File: src/rtl/rgb_led_pkg.sv
// Shared types and helpers for the RGB LED array output stage.
package rgb_led_pkg;

    typedef enum logic [1:0] {
        StGuess,
        StReveal,
        StHistory
    } state_e;

    localparam logic [31:0] COLOR_OFF = '0;

    // LSB position of LED idx inside a packed colour bus
    function automatic int unsigned color_lsb(input int unsigned idx, input int unsigned width);
        return idx * width;
    endfunction

endpackage

File: src/rtl/pwm_gen.sv
// Free-running brightness PWM: counter wraps at 2^PWM_BITS-2 so all-ones is constant on.
module pwm_gen #(
    parameter int unsigned PWM_BITS = 4
) (
    input  logic                clk,
    input  logic                rst,
    input  logic [PWM_BITS-1:0] brightness,
    output logic                pwm_on
);

    localparam logic [PWM_BITS-1:0] CNT_MAX = PWM_BITS'((1 << PWM_BITS) - 2);

    logic [PWM_BITS-1:0] cnt_q;

    always_ff @(posedge clk) begin
        if (rst) begin
            cnt_q <= '0;
        end else if (cnt_q == CNT_MAX) begin
            cnt_q <= '0;
        end else begin
            cnt_q <= cnt_q + 1'b1;
        end
    end

    assign pwm_on = (cnt_q < brightness);

endmodule

File: src/rtl/rgb_led_array_ctrl.sv
// RGB LED array driver: GUESS (blinking cursor), REVEAL animation and HISTORY display,
// with global PWM brightness and a registered output.
module rgb_led_array_ctrl
    import rgb_led_pkg::*;
#(
    parameter int unsigned NUM_LEDS    = 4,
    parameter int unsigned COLOR_W     = 3,
    parameter int unsigned BLINK_HALF  = 25_000_000,
    parameter int unsigned REVEAL_STEP = 50_000_000,
    parameter int unsigned PWM_BITS    = 4
) (
    input  logic                          clk,
    input  logic                          rst,
    input  logic                          blink_enable,
    input  logic [$clog2(NUM_LEDS)-1:0]   cursor,
    input  logic [NUM_LEDS*COLOR_W-1:0]   guess_rgb,
    input  logic [NUM_LEDS*COLOR_W-1:0]   history_rgb,
    input  logic                          history_load,
    input  logic [PWM_BITS-1:0]           brightness,
    output logic [NUM_LEDS*COLOR_W-1:0]   rgb_out,
    output logic                          reveal_busy
);

    localparam int unsigned CUR_W   = $clog2(NUM_LEDS);
    localparam int unsigned BLINK_W = (BLINK_HALF > 1) ? $clog2(BLINK_HALF) : 1;
    localparam int unsigned STEP_W  = (REVEAL_STEP > 1) ? $clog2(REVEAL_STEP) : 1;
    localparam int unsigned RC_W    = $clog2(NUM_LEDS + 1);

    localparam logic [COLOR_W-1:0] OFF        = COLOR_W'(COLOR_OFF);
    localparam logic [BLINK_W-1:0] BLINK_LAST = BLINK_W'(BLINK_HALF - 1);
    localparam logic [STEP_W-1:0]  STEP_LAST  = STEP_W'(REVEAL_STEP - 1);
    localparam logic [RC_W-1:0]    RC_FULL    = RC_W'(NUM_LEDS);

    state_e                       state_q, state_d;
    logic [BLINK_W-1:0]           blink_cnt_q, blink_cnt_d;
    logic                         blink_on_q, blink_on_d;
    logic [STEP_W-1:0]            step_q, step_d;
    logic [RC_W-1:0]              rc_q, rc_d;
    logic [NUM_LEDS*COLOR_W-1:0]  rgb_q, rgb_d;
    logic                         pwm_on;

    pwm_gen #(
        .PWM_BITS (PWM_BITS)
    ) u_pwm_gen (
        .clk        (clk),
        .rst        (rst),
        .brightness (brightness),
        .pwm_on     (pwm_on)
    );

    always_ff @(posedge clk) begin
        if (rst) begin
            state_q     <= StGuess;
            blink_cnt_q <= '0;
            blink_on_q  <= 1'b1;
            step_q      <= '0;
            rc_q        <= '0;
            rgb_q       <= '0;
        end else begin
            state_q     <= state_d;
            blink_cnt_q <= blink_cnt_d;
            blink_on_q  <= blink_on_d;
            step_q      <= step_d;
            rc_q        <= rc_d;
            rgb_q       <= rgb_d;
        end
    end

    always_comb begin
        state_d = state_q;
        step_d  = step_q;
        rc_d    = rc_q;
        if (blink_enable) begin
            state_d = StGuess;
        end else if (history_load) begin
            state_d = StReveal;
            step_d  = '0;
            rc_d    = RC_W'(1);
        end else begin
            case (state_q)
                StGuess: state_d = StHistory;
                StReveal: begin
                    if (step_q == STEP_LAST) begin
                        step_d = '0;
                        if (rc_q < RC_FULL) rc_d = rc_q + 1'b1;
                        else                state_d = StHistory;
                    end else begin
                        step_d = step_q + 1'b1;
                    end
                end
                default: state_d = state_q;
            endcase
        end
    end

    // Blink state holds its reset value outside GUESS, so every entry starts cursor-visible
    always_comb begin
        blink_cnt_d = '0;
        blink_on_d  = 1'b1;
        if (state_q == StGuess && state_d == StGuess) begin
            if (blink_cnt_q == BLINK_LAST) begin
                blink_on_d = ~blink_on_q;
            end else begin
                blink_cnt_d = blink_cnt_q + 1'b1;
                blink_on_d  = blink_on_q;
            end
        end
    end

    for (genvar g = 0; g < NUM_LEDS; g++) begin : g_led
        localparam int unsigned LSB = color_lsb(g, COLOR_W);
        logic [COLOR_W-1:0] col;

        always_comb begin
            case (state_q)
                StGuess:   col = (cursor == CUR_W'(g) && !blink_on_q) ? OFF
                                                                       : guess_rgb[LSB +: COLOR_W];
                StReveal:  col = (rc_q > RC_W'(g)) ? history_rgb[LSB +: COLOR_W] : OFF;
                StHistory: col = history_rgb[LSB +: COLOR_W];
                default:   col = OFF;
            endcase
        end

        assign rgb_d[LSB +: COLOR_W] = pwm_on ? col : OFF;
    end

    assign rgb_out     = rgb_q;
    assign reveal_busy = (state_q == StReveal);

endmodule

File: config.mk
export PLATFORM = sky130hd
export DESIGN_NAME = rgb_led_array_ctrl
export DESIGN_NICKNAME = d
export VERILOG_FILES = /design/src/rtl/rgb_led_pkg.sv /design/src/rtl/pwm_gen.sv /design/src/rtl/rgb_led_array_ctrl.sv
export SDC_FILE = /design/constraint.sdc
export NUM_CORES = 1
export LEC_CHECK = 0
export CORE_MARGIN = 5
export CORE_UTILIZATION = 50
export CTS_CLUSTER_DIAMETER = 120
export CTS_CLUSTER_SIZE = 20
export DETAILED_ROUTE_END_ITERATION = 6
export PLACE_DENSITY = 0.77
export SYNTH_ARGS = -nofsm -noshare
export SYNTH_HDL_FRONTEND = slang
export SYNTH_HIERARCHICAL = 1
export SYNTH_SLANG_ARGS = --single-unit
File: constraint.sdc
create_clock -name clk -period 2 [get_ports clk]
set_clock_uncertainty 0.05 [all_clocks]
set_input_delay 0.3 -clock clk [delete_from_list [all_inputs] [get_ports clk]]
set_output_delay 0.3 -clock clk [all_outputs]
set_load 0.05 [all_outputs]
==> summary.md <==
| Metric | Value |
|---|---|
| Max Cap Viol | 0 |
| Drt initial violations | 218 |
| Flop2flop setup slack | 0.11 ns |
| DR vias/cell | 5.426 |
| Final setup viols | 0 |
| GR Overflow Total | 0 |
| Fin. Hold Viols | 0 |
| Synth Area in XOR/XNOR | 11.13% |
| Layout Utilization | 66.06% |
| WL per Instance | 13.63 um |
| FILL cells | 577 |
| # hold bufs at CTS | 0 |
| IO Port Bufs | 46 |
| Setup ws final | 0.1144 ns |
| Initial core utilization | 51.83% |
| Core region area | slightly below 0.007 mm2 |
| Pwr/cell area | 700.1 mW/mm2 |
| First-pass GRT wire length | approximately 14000 um |
| Placed Cells | 571 |
| Register area share after synthesis | 41.27% |
| Root Driver | clkbuf_8 |
| Most frequent cell after synthesis | dfxtp_1 |
| Gr usage total | between 15 and 20% |
| Fin cells | 587 |
| Post-synth top flop | dfxtp_1 |
| Top Metal Used | met4 |
| Critical path required time | 2.19 ns |
| # nets final | 531 |
| Slew margin rel. | 65.08% |
| Reg2Reg Depth | 6 |
| Die ar. | 0.008865 mm2 |
| Dominant cells by area after synthesis | dfxtp_1, nor2_1, xor2_1 |
| Clk Latency, worst-skew pair | 0.35 ns |
| Clock transition at path regs | 0.08 ns |
| Largest family of logic cells by synthesized area | simple AND/OR/NAND/NOR gates |
| Critical R2R Capture | step_q[8] |
| DRT antenna net count | 0 |
| Initial antenna violation count | 0 |
| Antenna fix cells | 0 |
| Mapped Avg Cell Area | 8.553 um2 |
| Layout area overhead | 27.46% |
| Area share of fa/ha/maj cells after synthesis | under 10% |
| Async SR Flop Fraction | 0% |
| Htree depth | 3 |
| Mapped Cells | 414 |
| Commonest cells post-synth | dfxtp_1, nor2_1, nand2_1 |
| Largest net degree at the start of global routing | 25 |
| WL final | 8001 um |
| Power Total | 0.003160 W |
| Slew @ Worst Pin | 0.5191 ns |
| Final min period | 1.886 ns |
| Met3 wire length | 499 um |
| Yosys cell types | 51 |
| Syn Nets | around 460 |
| WS Path Type | reg2reg |
| Arr. time, crit path | approximately 2.1 ns |
| Vias in the first global route | 3049 |
| # rows | 30 |
| Post-synthesis register bit count | 73 |
| Die Wd | 94.16 um |
| Compound-cell area share of the yosys netlist | roughly a tenth |
| CTS Buffer Depth | 2 |
| Hold path startpoint | blink_cnt_q[0] |
| TritonRoute pass-1 iters | 5 |
| Routability congestion estimate from global placement | a little over 0.9 |
| Via count | about 3200 |
| Hpwl dp | just over 6000 um |
| Post_cts resized | 0 |
| Layout cells sized above 1 | between 10% and 20% |
| CTS tree | done |
| Ys Warns | 6 |
| Number of synthesized flops with an enable pin | 0 |
| Met1 WL | 3670 um |
| Clk sinks | 73 |
| Worst hold path depth | 1 |
| Die Span Y | 94.16 um |
| Tcrit/Tclk final | 94.28% |
| Static Leak | between 1.5 and 2 nW |
| HP Class | reg2reg |
| Met2 wire len | 3728 um |
| RSZ-0062 raised after global routing | true |
| Worst setup SP type | register |
| Synth area leader | dfxtp_1 |
| Pre-CTS setup slack | a little under 0.09 ns |
| Crit end category | register |
| DRC viols | 0 |
| Hold path endpoint | blink_cnt_q[0] |
| Mux share of post-synthesis cell area | 0.2827% |
| Num ports | between 40 and 50 |
| Share of the synthesized area in the top cell type | 41.27% |
| Status | completed |
| Simple-gate share of the synthesized area | between 20% and 30% |
| Peak VDD IR | around 330 uV |
| F_max | 530.3 MHz |
| Critical path peak fanout | 22 |
| # Post-CTS Setup Buffers | 0 |
| Synthesized cell area | between 0.003 and 0.004 mm2 |
| CTS Buf Count | 9 |
| Fin. max-slew vios | 0 |
| Reg-to-reg critical path startpoint | step_q[8] |
## state kept, by name (all words and copies together) (netlist names)
register         flops
step_q              26
blink_cnt_q         25
rgb_out             12
u_pwm_gen/cnt_q      4
rc_q                 3
state_q              2
blink_on_q           1
## logic make-up after synthesis
logic type / count (synthesis)
multiplexers: 1
flip-flops: 73
AND/OR/NAND/NOR: 204
adder cells (fa/ha/maj): 11
buffers and inverters: 31
AO/OA/AOI/OAI: 49
XOR/XNOR: 45
## area by class of cell
class / instances / area, um2 / area share (%)
inverters: 19 / 75.07 / 1.663
clock inverters: 7 / 101.3 / 2.246
multi-input cells: 310 / 1943 / 43.06
clock buffers: 9 / 123.9 / 2.745
repair buffers: 73 / 685.7 / 15.19
well taps: 96 / 120.1 / 2.661
flip-flops and latches: 73 / 1464 / 32.44
## layout by cell type, fill, tap and decap left out, types with 9 or more instances in the layout
cell	instances
nor2_1	71
dfxtp_1	71
clkdlybuf4s50_1	45
nand2_1	30
xor2_1	29
buf_4	26
nand3_1	24
nand4_1	19
inv_1	18
xnor2_1	16
a21oi_1	12
a22oi_1	12
ha_1	11
nor3_1	10
nor4_1	10
clkbuf_8	9
## power breakdown
part / internal (W) / switching, W
Clock: 0.000713 / 0.000586
Combinational: 0.000165 / 0.000196
Sequential: 0.00148 / 0.0000172
Total: 0.00236 / 0.000799
## metal layers
layer / global-route usage [%] / vias up
li1: - / 1613
met1: 24.54 / 1462
met2: 31.50 / 100
met3: 5.128 / 10
met4: 6.859 / 0
met5: 0 / -
## how the worst max path moves through the flow
stage                 startpoint    endpoint
floorplan             state_q[1]   step_q[8]
detailed placement  blink_enable  step_q[16]
CTS                    step_q[9]  step_q[24]
global placement    blink_enable  step_q[20]
global route           step_q[9]  step_q[10]
finish                 step_q[8]   step_q[8]
## worst max-delay path, stage by stage, from the launching register on
cell and delay (ns):
dfxtp_2 0.34, or4b_1 0.53, nor4_2 0.13, and4b_2 0.32, a2bb2oi_4 0.18, buf_12 0.17, nor2_1 0.06
## through the flow
step | TNS (ns) | hold WS (ns) | area, um2
global route | -0.0008342 | 0.4792 | 4513
global placement | 0 | 0.3960 | 4285
CTS | 0 | 0.4470 | 4511
floorplan | 0 | 0.3191 | 3545
finish | 0 | 0.4403 | 4513
detailed placement | 0 | 0.4045 | 4285
Power figures use the tool's default switching activity.
